<file path="src/rtl/mux_scan_pkg.sv">
// Shared types and constants for the mux scan sequencer.
// Holds the state encoding, the search-mode codes and the select-width helper.
package mux_scan_pkg;

   typedef enum logic [1:0] {
      IDLE = 2'd0,
      SCAN = 2'd1,
      DONE = 2'd2
   } scan_state_t;

   localparam int CNT_W = 8;

   localparam logic MODE_FIRST = 1'b0;
   localparam logic MODE_NEXT  = 1'b1;

   function automatic int sel_width(input int n);
      return (n <= 2) ? 1 : $clog2(n);
   endfunction

endpackage

</file>
<file path="src/rtl/mux_scan_next.sv">
// Channel search: the lowest enabled channel (first mode) or the lowest enabled
// channel strictly above the current one (next mode).
module mux_scan_next
   import mux_scan_pkg::*;
#(
   parameter int N_CH  = 16,
   parameter int SEL_W = sel_width(N_CH)
) (
   input  logic [N_CH-1:0]  mask,
   input  logic [SEL_W-1:0] ch,
   input  logic             mode,
   output logic [SEL_W-1:0] next_ch,
   output logic             found
);

   // Walk downwards so the last hit, which is the lowest qualifying bit, wins.
   always_comb begin
      next_ch = '0;
      found   = 1'b0;
      for (int i = N_CH - 1; i >= 0; i--) begin
         if (mask[i] && ((mode == MODE_FIRST) || (i > int'(ch)))) begin
            next_ch = SEL_W'(i);
            found   = 1'b1;
         end
      end
   end

endmodule

</file>
<file path="src/rtl/mux_scan_ctrl.sv">
// Sequencer around a 16:1 mux: steps the select over the enabled channels, waits the
// settle time, samples the mux output and reports one capture word per sweep.
module mux_scan_ctrl
   import mux_scan_pkg::*;
#(
   parameter int N_CH       = 16,
   parameter int SEL_W      = sel_width(N_CH),
   parameter int SETTLE_CYC = 2
) (
   input  logic             clk,
   input  logic             rst_n,
   input  logic             start,
   input  logic             cont,
   input  logic             stop,
   input  logic [N_CH-1:0]  mask,
   output logic [SEL_W-1:0] mux_sel,
   input  logic             mux_out,
   output logic [N_CH-1:0]  capture,
   output logic             done,
   output logic             busy
);

   scan_state_t      state;
   logic [N_CH-1:0]  mask_q;
   logic             cont_q;
   logic             stop_q;
   logic [N_CH-1:0]  shadow;
   logic [N_CH-1:0]  shadow_merged;
   logic [CNT_W-1:0] cnt;

   logic [SEL_W-1:0] start_ch;
   logic             start_found;
   logic [SEL_W-1:0] step_ch;
   logic             step_found;
   logic             step_mode;

   // Start looks at the live mask; advance and reload look at the latched one.
   mux_scan_next #(.N_CH(N_CH), .SEL_W(SEL_W)) u_first (
      .mask    (mask),
      .ch      ('0),
      .mode    (MODE_FIRST),
      .next_ch (start_ch),
      .found   (start_found)
   );

   assign step_mode = (state == SCAN) ? MODE_NEXT : MODE_FIRST;

   mux_scan_next #(.N_CH(N_CH), .SEL_W(SEL_W)) u_step (
      .mask    (mask_q),
      .ch      (mux_sel),
      .mode    (step_mode),
      .next_ch (step_ch),
      .found   (step_found)
   );

   always_comb begin
      shadow_merged          = shadow;
      shadow_merged[mux_sel] = mux_out;
   end

   // stop may arrive anywhere in the sweep, so it is held until the DONE cycle.
   always_ff @(posedge clk) begin
      if (!rst_n) begin
         state   <= IDLE;
         mux_sel <= '0;
         capture <= '0;
         done    <= 1'b0;
         busy    <= 1'b0;
         mask_q  <= '0;
         cont_q  <= 1'b0;
         stop_q  <= 1'b0;
         shadow  <= '0;
         cnt     <= '0;
      end else begin
         done <= 1'b0;
         case (state)
            IDLE: begin
               if (start) begin
                  mask_q <= mask;
                  cont_q <= cont;
                  stop_q <= 1'b0;
                  shadow <= '0;
                  cnt    <= '0;
                  busy   <= 1'b1;
                  if (start_found) begin
                     mux_sel <= start_ch;
                     state   <= SCAN;
                  end else begin
                     capture <= '0;
                     done    <= 1'b1;
                     state   <= DONE;
                  end
               end
            end
            SCAN: begin
               if (stop) begin
                  stop_q <= 1'b1;
               end
               if (cnt == CNT_W'(SETTLE_CYC - 1)) begin
                  cnt    <= '0;
                  shadow <= shadow_merged;
                  if (step_found) begin
                     mux_sel <= step_ch;
                  end else begin
                     capture <= shadow_merged;
                     done    <= 1'b1;
                     state   <= DONE;
                  end
               end else begin
                  cnt <= cnt + 1'b1;
               end
            end
            DONE: begin
               if (cont_q && !stop && !stop_q && step_found) begin
                  mux_sel <= step_ch;
                  cnt     <= '0;
                  shadow  <= '0;
                  state   <= SCAN;
               end else begin
                  stop_q <= 1'b0;
                  busy   <= 1'b0;
                  state  <= IDLE;
               end
            end
            default: begin
               busy  <= 1'b0;
               state <= IDLE;
            end
         endcase
      end
   end

endmodule

</file>
<file path="config.mk">
export PLATFORM = sky130hd
export DESIGN_NAME = mux_scan_ctrl
export DESIGN_NICKNAME = d
export VERILOG_FILES = /design/src/rtl/mux_scan_pkg.sv /design/src/rtl/mux_scan_next.sv /design/src/rtl/mux_scan_ctrl.sv
export SDC_FILE = /design/constraint.sdc
export NUM_CORES = 1
export LEC_CHECK = 0
export CORE_MARGIN = 1.5
export CORE_UTILIZATION = 30
export CTS_BUF_LIST = sky130_fd_sc_hd__clkbuf_8
export DETAILED_ROUTE_END_ITERATION = 12
export GPL_TIMING_DRIVEN = 0
export HOLD_SLACK_MARGIN = 0.05
export SETUP_SLACK_MARGIN = 0.2
export SYNTH_ARGS = -nofsm -noshare
export SYNTH_HDL_FRONTEND = slang
export SYNTH_HIERARCHICAL = 1
export SYNTH_SLANG_ARGS = --single-unit
</file>
<file path="constraint.sdc">
create_clock -name clk -period 3.7 [get_ports clk]
set_clock_uncertainty 0.1 [all_clocks]
set_input_delay 0.74 -clock clk [delete_from_list [all_inputs] [get_ports clk]]
set_output_delay 0.74 -clock clk [all_outputs]
set_load 0.02 [all_outputs]
</file>
# Word-level counts from Yosys, hierarchy flattened
# Index checks and enable logic that the tools add are counted.
[word_totals]
n_memories = 0
input_bits = 22
word_cells = 194
ff_bits = 66
output_inout_bits = 22
latch_bits = 0
mem_bits_rw = 0
rom_bits = 0
[op_classes]
n_reduce_logical = 48
n_div = 0
eq_ne = 12
bitwise = 2
n_addsub = 1
muxes = 104
shifts = 0
magnitude_cmp = 17
mul = 0
[op_table]
columns = ["cell", "count"]
rows = [
  ["$mux W4", 37],
  ["$mux W16", 7],
  ["$pmux W16 S3", 1],
  ["$mux W1", 43],
  ["$gt A4 B4 Y1 const A", 8],
  ["$pmux W16 S2", 1],
  ["$mux W8", 3],
  ["$pmux W8 S3", 1],
  ["$logic_and A1 B1 Y1", 20],
  ["$bwmux W16", 1],
  ["$gt A3 B4 Y1 const A", 4],
  ["$ne A2 B2 Y1 const B", 8],
  ["$logic_or A1 B1 Y1", 15],
  ["$pmux W4 S3", 1],
  ["$reduce_and A3 Y1", 3],
  ["$add A8 B1 Y8 const B", 1],
  ["$eq A8 B1 Y1 const B", 1],
  ["$gt A2 B4 Y1 const A", 2],
  ["$mux W2", 4],
  ["$reduce_and A4 Y1", 2],
  ["$pmux W1 S3", 2],
  ["$pmux W2 S3", 1],
  ["$reduce_and A6 Y1", 1],
  ["$lt A4 B5 Y1 const B", 1],
  ["14 further kinds", 16],
]

# Depth between registers and ports, before layout
# Gate-level depths: netlist (run 1).
[depth]
ltp_word = 24
ltp_mapped = 13
depth_no_buf = 11

# Cells and area by module
# Netlist (run 1), hierarchy kept.
[modules_own_cells]
columns = ["mod", "area_per_inst_um2", "cells_each", "instances", "seq_area_each_um2"]
rows = [
  ["mux_scan_ctrl", 3175.5, 344, 1, 1321.3],
  ["mux_scan_next at u_step", 480.5, 70, 1, 0.0],
  ["mux_scan_next at u_first", 426.7, 70, 1, 0.0],
]

# Worst setup path before layout (run 1)
# No wires, ideal clock.
[synth_path]
path_kind = "flip-flop to flip-flop"
start = "reg state[1]"
end = "reg capture[10]"
slack_ns = 0.628
required_ns = 3.480
path_stages_with_launch = 14
synth_period_minus_slack_ns = 3.072
n_path_buf = 2
arrival_ns = 2.853
setup_time_ns = 0.120
path_cell_list = "dfxtp_1 inv_1 ha_1 buf_6 o41ai_2 a21oi_1 nand3_1 nor2_1 nand2_1 or4_4 o21ai_4 o2111ai_4 buf_6 mux2i_1"
[synth_via]
elab_chain_cells = 23
elab_cells_between_ends = 58
classes_between = "eq/ne: 5; mux: 18; bitwise: 1; reduce/logical: 34"
[synth_rtl]
columns = ["element", "line", "source"]
rows = [
  ["start, declared", "mux_scan_ctrl.sv:23", "scan_state_t state;"],
  ["start signal, assigned", "mux_scan_ctrl.sv:64", "state <= IDLE;"],
  ["start signal, assigned", "mux_scan_ctrl.sv:87", "state <= SCAN;"],
  ["start signal, assigned", "mux_scan_ctrl.sv:91", "state <= DONE;"],
  ["$eq A2 B1 Y1 (*)", "mux_scan_ctrl.sv:46", "assign step_mode = (state == SCAN) ? MODE_NEXT : MODE_FIRST;"],
  ["$mux W1 (*)", "mux_scan_ctrl.sv:46", ""],
  ["named net step_mode", "mux_scan_ctrl.sv:35", "logic step_mode;"],
  ["$not A1 Y1 (*)", "mux_scan_next.sv:21", "if (mask[i] && ((mode == MODE_FIRST) || (i > int'(ch)))) begin"],
  ["$logic_or A1 B1 Y1", "mux_scan_next.sv:21", ""],
  ["$logic_and A1 B1 Y1", "mux_scan_next.sv:21", ""],
  ["$mux W1 (15 in series)", "mux_scan_next.sv:21", ""],
  ["$mux W1 (*)", "mux_scan_next.sv:21", ""],
  ["named net step_found", "mux_scan_ctrl.sv:34", "logic step_found;"],
  ["$ne A2 B2 Y1 (no source line) (*)", "--", ""],
  ["$reduce_and A5 Y1 (no source line) (*)", "--", ""],
  ["end signal, assigned", "mux_scan_ctrl.sv:105", "capture <= shadow_merged;"],
  ["end, declared", "mux_scan_ctrl.sv:18", "output logic [N_CH-1:0] capture,"],
]
# The timed path passes the listed nets; every way through them passes the cells marked *.
# A chain may end at the register's enable or synchronous reset.

# Final worst setup path (run 1)
[layout_path]
start = "reg state[1]"
end = "reg capture[3]"
# Same word-level chain as after synthesis.

==> run metrics, run 1 <==
CTS tree=yes; Tmin final=about 3300 ps; vias per cell=roughly 5.1; wire per inst=between 10 and 15 um; crit-path max FO=10; cell area after synthesis=about 4100 um2; crit start category=flip-flop; post-synthesis average cell area=roughly 8.4 um2; flops & latches, synth=66; share of layout cells above drive strength 1=0.124; std cell rows=42; final std cells w/o fill=roughly 730; hpwl dp=around 7700 um; Simple-Gate Fraction of Synth Area=0.236; clk sinks=66; critical path type=flip-flop to flip-flop; routed wl met3=483 um; first-pass GRT wire length=between 15000 and 20000 um; Final Cycle Share=0.885; total grt overflow=0; Core ar.=between 10000 and 15000 um2; synth cell count leaders=94 x nand2_1, 66 x dfxtp_1, 36 x mux2i_1; pin count of the biggest net entering global routing=16; nets=579; setup bufs post-CTS=0; die area=14300 um2; Crit path largest cell delay=roughly 470 ps; Hold WC Path Type=flip-flop to flip-flop; Hold Startpoint=mask_q[0]$_SDFFE_PN0P_; peak supply drop=about 0.21 mV; Synth Area in Adders=0.0184; relative slew slack=0.629; Die Y-Extent=around 120 um; CP Data Required Time=3840 ps; dominant synthesized flop cell=dfxtp_1; cell repeated most along the worst path=buf_6; Worst EP arrival=between 3000 and 4000 ps; Clock Tree Root=clkbuf_8; Final Hold Fails=0; Max Buffers Root-to-Sink=2; wire length on met1=4810 um; Critical Path Sink Type=flip-flop; post-route setup TNS=0 ps; YS warnings=6; Total GRT Usage=0.151; vias in the first global route=roughly 3700; crit-path cells=inv_1, ha_4, buf_6, nand2_4, o21ai_1, nand3b_1, nor2_1, nand2_1, or4_4, o21ai_4, o2111ai_4, buf_6, mux2i_1; post-synth cell types=74; Final ANT Viol Nets=0; Tot Pwr=2.94 mW; cell taking the most area after synthesis=dfxtp_1; Async SR Flop Fraction=0; DR iter-0 viols=340; Initial DRT Pass Iterations=4; Power Dens Cells=590 nW/um2; Slowest cell on crit path=or4_4; DR top layer=met4; top cell type's share of synthesized area=0.324; n_diodes=0; Max-Cap Viols=0; DR WL met2=4850 um; Compound-Gate Fraction of Synth Area=0.226; mux contribution to synthesized area=0.132; H-tree levels=3; Mapped Cells=roughly 480; CTS Buf Count=9; RSZ-0062 raised after global routing=no; count leader, synth=nand2_1; largest family of logic cells by synthesized area=simple AND/OR/NAND/NOR gates; number of synthesized flops with an enable pin=0; chip width=approximately 120 um; top post-synthesis cells by area=dfxtp_1 32%, mux2i_1 8.8%, nand2_1 8.6%, mux2_2 4.4%, a21oi_1 4.2%; gpl congestion=0.890; RR Startpoint=state[1]$_SDFFE_PN0P_; xor/xnor share of the synthesized area=0.00644; Initial Utilization=0.308; post-synthesis sequential area ratio=0.324; via count=between 3000 and 4000; fmax=0.305 GHz; WL final=10300 um; Slew @ Worst Pin=~560 ps; Remaining DRCs=0; status=finished clean; Area growth, synth to finish=22.0%; Post-Place Cells=approximately 720; Lkg Pwr=approximately 1.8 nW; initial antenna violation count=0; Clock Latency Late Sink=between 300 and 400 ps; final setup violation count=0; Reg clk slew, reported paths=80 ps; Pins Over Slew Limit=0; Ports=44; CP startpoint=state[1]$_SDFFE_PN0P_; number of port buffers=between 40 and 50
metrics by stage:
stage	worst slack, ps	instance area (um2)	util	hold slack [ps]
after floorplan	628	4140	-	332
after global placement	192	4780	0.361	343
after detailed placement	114	4780	0.361	351
after CTS	261	4960	0.374	361
after global routing	207	4980	0.376	379
final	425	4980	0.376	357
where the power goes:
part	switching, mW	internal (mW)	total (mW)	leakage, nW
clock network	0.302	0.261	0.563	0.0847
registers	0.121	0.792	0.913	0.537
logic	0.848	0.616	1.46	1.22
kinds of logic after synthesis:
group / count (synthesis)
compound gates: 121
xor+xnor: 3
fa+ha+maj: 6
buf+inv: 45
flops: 66
mux: 52
other cells: 1
simple gates: 190
state kept, by name (all words and copies together) (netlist names):
signal and cells:
capture 16, shadow 16, cont_q 1, state 2, done 1, stop_q 1
cnt 8, mask_q 16, busy 1, mux_sel 4
per-layer routing:
metal  vias up  GRT usage
met1      1737      0.196
met4         0     0.0469
met5         -          0
met3        17     0.0352
li1       1887          -
met2        98      0.249
area by class of cell:
type,count,area (um2)
Fill cell,1359,8260
Tap cell,176,220
Clock buffer,10,138
Sequential cell,66,1320
Buffer,30,174
Inverter,15,56.3
Timing Repair Buffer,42,420
Multi-Input combinational cell,387,2610
Clock inverter,6,41.3
critical path: cells and delay by family, from the launching register on:
| family | cells | cell delay, ps |
|---|---|---|
| and+or+nand+nor | 5 | 1010 |
| AOI/OAI and AO/OA | 3 | 740 |
| buffers and inverters | 3 | 590 |
| DFF | 1 | 330 |
| adders and majority gates | 1 | 270 |
| muxes | 1 | 120 |
timing repair:
action                     in CTS  in global routing
hold buffers                    0                  0
resized for setup               1                  5
setup endpoints to repair      10                 17
gates cloned                    0                  0
path summary, 6_finish.rpt:
| kind | slack, ps | to | cells past startpoint |
|---|---|---|---|
| worst max-delay path | 420 | capture[3]$_SDFFE_PN0P_ | 13 |
| worst max register to register | 420 | capture[3]$_SDFFE_PN0P_ | 13 |
| worst min-delay path | 360 | mask_q[0]$_SDFFE_PN0P_ | 2 |
| worst min register to register | 360 | mask_q[0]$_SDFFE_PN0P_ | 2 |
cell usage in the layout (no fill, tap or decap), types with 10 or more instances in the layout:
| cell | instances |
|---|---|
| mux2i_1 | 36 |
| conb_1 | 15 |
| mux2_2 | 16 |
| nand3_1 | 24 |
| dfxtp_1 | 64 |
| clkbuf_1 | 19 |
| clkbuf_8 | 10 |
| a21oi_1 | 33 |
| nand2_1 | 94 |
| inv_1 | 13 |
| clkdlybuf4s50_1 | 42 |
| nor2_1 | 17 |
(Power assumes the default switching activity.)
==> inputs of run 2 (changes only) <==
--- a/config.mk
+++ b/config.mk
@@ -12,6 +12,7 @@
 export GPL_TIMING_DRIVEN = 0
 export HOLD_SLACK_MARGIN = 0.05
 export SETUP_SLACK_MARGIN = 0.2
+export SLEW_MARGIN = 30
 export SYNTH_ARGS = -nofsm -noshare
 export SYNTH_HDL_FRONTEND = slang
 export SYNTH_HIERARCHICAL = 1
==> results of run 2 <==
No change in the layout: final DEF, timing and power equal those of run 1.
==> inputs of run 3 (changes only) <==
--- a/config.mk
+++ b/config.mk
@@ -11,6 +11,7 @@
 export DETAILED_ROUTE_END_ITERATION = 12
 export GPL_TIMING_DRIVEN = 0
 export HOLD_SLACK_MARGIN = 0.05
+export RECOVER_POWER = 25
 export SETUP_SLACK_MARGIN = 0.2
 export SLEW_MARGIN = 30
 export SYNTH_ARGS = -nofsm -noshare
==> run metrics, run 3 (synthesis gave the netlist of run 1 again) <==
CTS Buf Count=9 (unchanged); Post-Place Cells=716 (unchanged); Final Hold Fails=0 (unchanged); fill cell count=1359 (unchanged); clk sinks=66 (unchanged); H-tree levels=3 (unchanged); Reg-to-Reg End=capture[3]$_SDFFE_PN0P_; via count=3748 (+0.24%); chip width=120 um (unchanged); Worst EP arrival=3440 ps (+20 ps); status=finished clean; Hold WC Path Type=flip-flop to flip-flop; first-pass GRT wire length=17600 um (unchanged); Clock Latency Late Sink=360 ps (about the same); Critical Path Sink Type=flip-flop; vias in the first global route=3659 (unchanged); pin count of the biggest net entering global routing=16 (unchanged); Slew @ Worst Pin=515 ps (-40.9 ps); cell repeated most along the worst path=buf_6; Critical Path Sink=capture[3]$_SDFFE_PN0P_; Ports=44 (unchanged); cts repair resizes=1 (unchanged); gpl congestion=0.890 (unchanged); DR iter-0 viols=340 (unchanged); Remaining DRCs=0 (unchanged); Slowest cell on crit path=or4_4; Initial DRT Pass Iterations=5 (+1); Reg clk slew, reported paths=80 ps (about the same); highest-count cells in the layout ignoring fill and taps=94 x nand2_1, 64 x dfxtp_1, 36 x mux2i_1; fmax=0.304 GHz (-0.59%); Reg area=1320 um2 (unchanged); crit-path cells=inv_1, ha_4, buf_6, nand2_4, o21ai_1, nand3b_1, nor2_1, nand2_1, or4_4, o21ai_4, o2111ai_4, buf_6, mux2i_1; peak supply drop=0.218 mV (+1.6%); Final ANT Viol Nets=0 (unchanged); RSZ-0062 raised after global routing=no; Lkg Pwr=1.90 nW (+2.8%); Pins Over Slew Limit=0 (unchanged); setup bufs post-CTS=0 (unchanged); CP Data Required Time=3840 ps (about the same); Power Dens Cells=591 nW/um2 (+0.12%); initial antenna violation count=0 (unchanged); final setup violation count=0 (unchanged); Final Cycle Share=0.890 (+0.00521); Initial Utilization=0.308 (unchanged); n_diodes=0 (unchanged); critical path type=flip-flop to flip-flop; CTS tree=yes; commonest non-fill, non-tap cell in the layout=nand2_1; Max Buffers Root-to-Sink=2 (unchanged); Tmin final=3290 ps (+19.3 ps); wire per inst=14.1 um (about the same); die area=14300 um2 (unchanged); RR Startpoint=state[1]$_SDFFE_PN0P_; biggest registers after layout=capture: 16 flops, mask_q: 16 flops, shadow: 16 flops; Crit path largest cell delay=470 ps (about the same); worst hold margin=357 ps (+0.102 ps); WL final=10300 um (about the same); crit-path max FO=10 (unchanged); total grt overflow=0 (unchanged); number of port buffers=42 (unchanged); hold buffers post-CTS=0 (unchanged); Die Y-Extent=120 um (unchanged); Multi-input gate area=2610 um2 (unchanged); relative slew slack=0.648 (+0.0184); crit start category=flip-flop; Core ar.=13200 um2 (unchanged); vias per cell=5.12 (+0.24%); CP startpoint=state[1]$_SDFFE_PN0P_; Clock Tree Root=clkbuf_8; path depth of the worst reg2reg path=13 (unchanged); nets=579 (unchanged); post-route setup TNS=0 ps (unchanged); Total GRT Usage=0.151 (unchanged); Max-Cap Viols=0 (unchanged); R2R setup slack=410 ps (-20 ps); Area growth, synth to finish=22.0% (unchanged); hpwl dp=7700 um (unchanged); std cell rows=42 (unchanged); final std cells w/o fill=732 (unchanged); share of layout cells above drive strength 1=0.124 (unchanged)
run 3: how the worst min path moves through the flow:
stage | start | depth (start not counted) | slack [ps] | end
floorplan | mask_q[0]$_SDFFE_PN0P_ | 2 | 330 | mask_q[0]$_SDFFE_PN0P_
global placement | shadow[15]$_SDFFE_PN0P_ | 2 | 340 | shadow[15]$_SDFFE_PN0P_
detailed placement | mask_q[0]$_SDFFE_PN0P_ | 2 | 350 | mask_q[0]$_SDFFE_PN0P_
CTS | mask_q[0]$_SDFFE_PN0P_ | 2 | 360 | mask_q[0]$_SDFFE_PN0P_
global route | capture[14]$_SDFFE_PN0P_ | 2 | 380 | capture[14]$_SDFFE_PN0P_
finish | mask_q[0]$_SDFFE_PN0P_ | 2 | 360 | mask_q[0]$_SDFFE_PN0P_
run 3: through the flow:
step | power (mW) | utilization | instance area (um2) | setup WS (ps)
floorplan | 2.02 | - | 4140 | 628
global placement | 2.33 | 0.361 | 4780 | 192
detailed placement | 2.36 | 0.361 | 4780 | 114
CTS | 2.93 | 0.374 | 4960 | 261
global route | 3.14 | 0.376 | 4980 | 207
finish | 2.94 | 0.376 | 4980 | 406
run 3: power by group:
group | internal [mW] | leakage (nW) | switching (mW) | total [mW]
combinational | 0.614 | 1.28 | 0.850 | 1.46
sequential | 0.792 | 0.537 | 0.121 | 0.913
clock | 0.261 | 0.0847 | 0.305 | 0.566
total | 1.67 | 1.90 | 1.28 | 2.94
run 3: layout make-up:
cell class                      count  share of cell area
Clock inverter                      6             0.00829
Sequential cell                    66               0.266
Clock buffer                       10              0.0276
Inverter                           15              0.0113
Buffer                             30              0.0349
Tap cell                          176              0.0442
Timing Repair Buffer               42              0.0844
Multi-Input combinational cell    387               0.523
run 3: worst max-delay path, delay by kind of cell, from the launching register on:
kind                     cells  cell delay [ps]
adder cells (fa/ha/maj)      1              270
buffers and inverters        3              590
AO/OA/AOI/OAI                3              740
multiplexers                 1              120
AND/OR/NAND/NOR              5             1010
flip-flops                   1              330
run 3: metal layers:
| metal | vias up | global-route usage | share of wire |
|---|---|---|---|
| met5 | - | 0 | 0 |
| met3 | 15 | 0.0352 | 0.037 |
| met1 | 1754 | 0.196 | 0.47 |
| li1 | 1888 | - | - |
| met4 | 0 | 0.0469 | 0.016 |
| met2 | 91 | 0.249 | 0.47 |
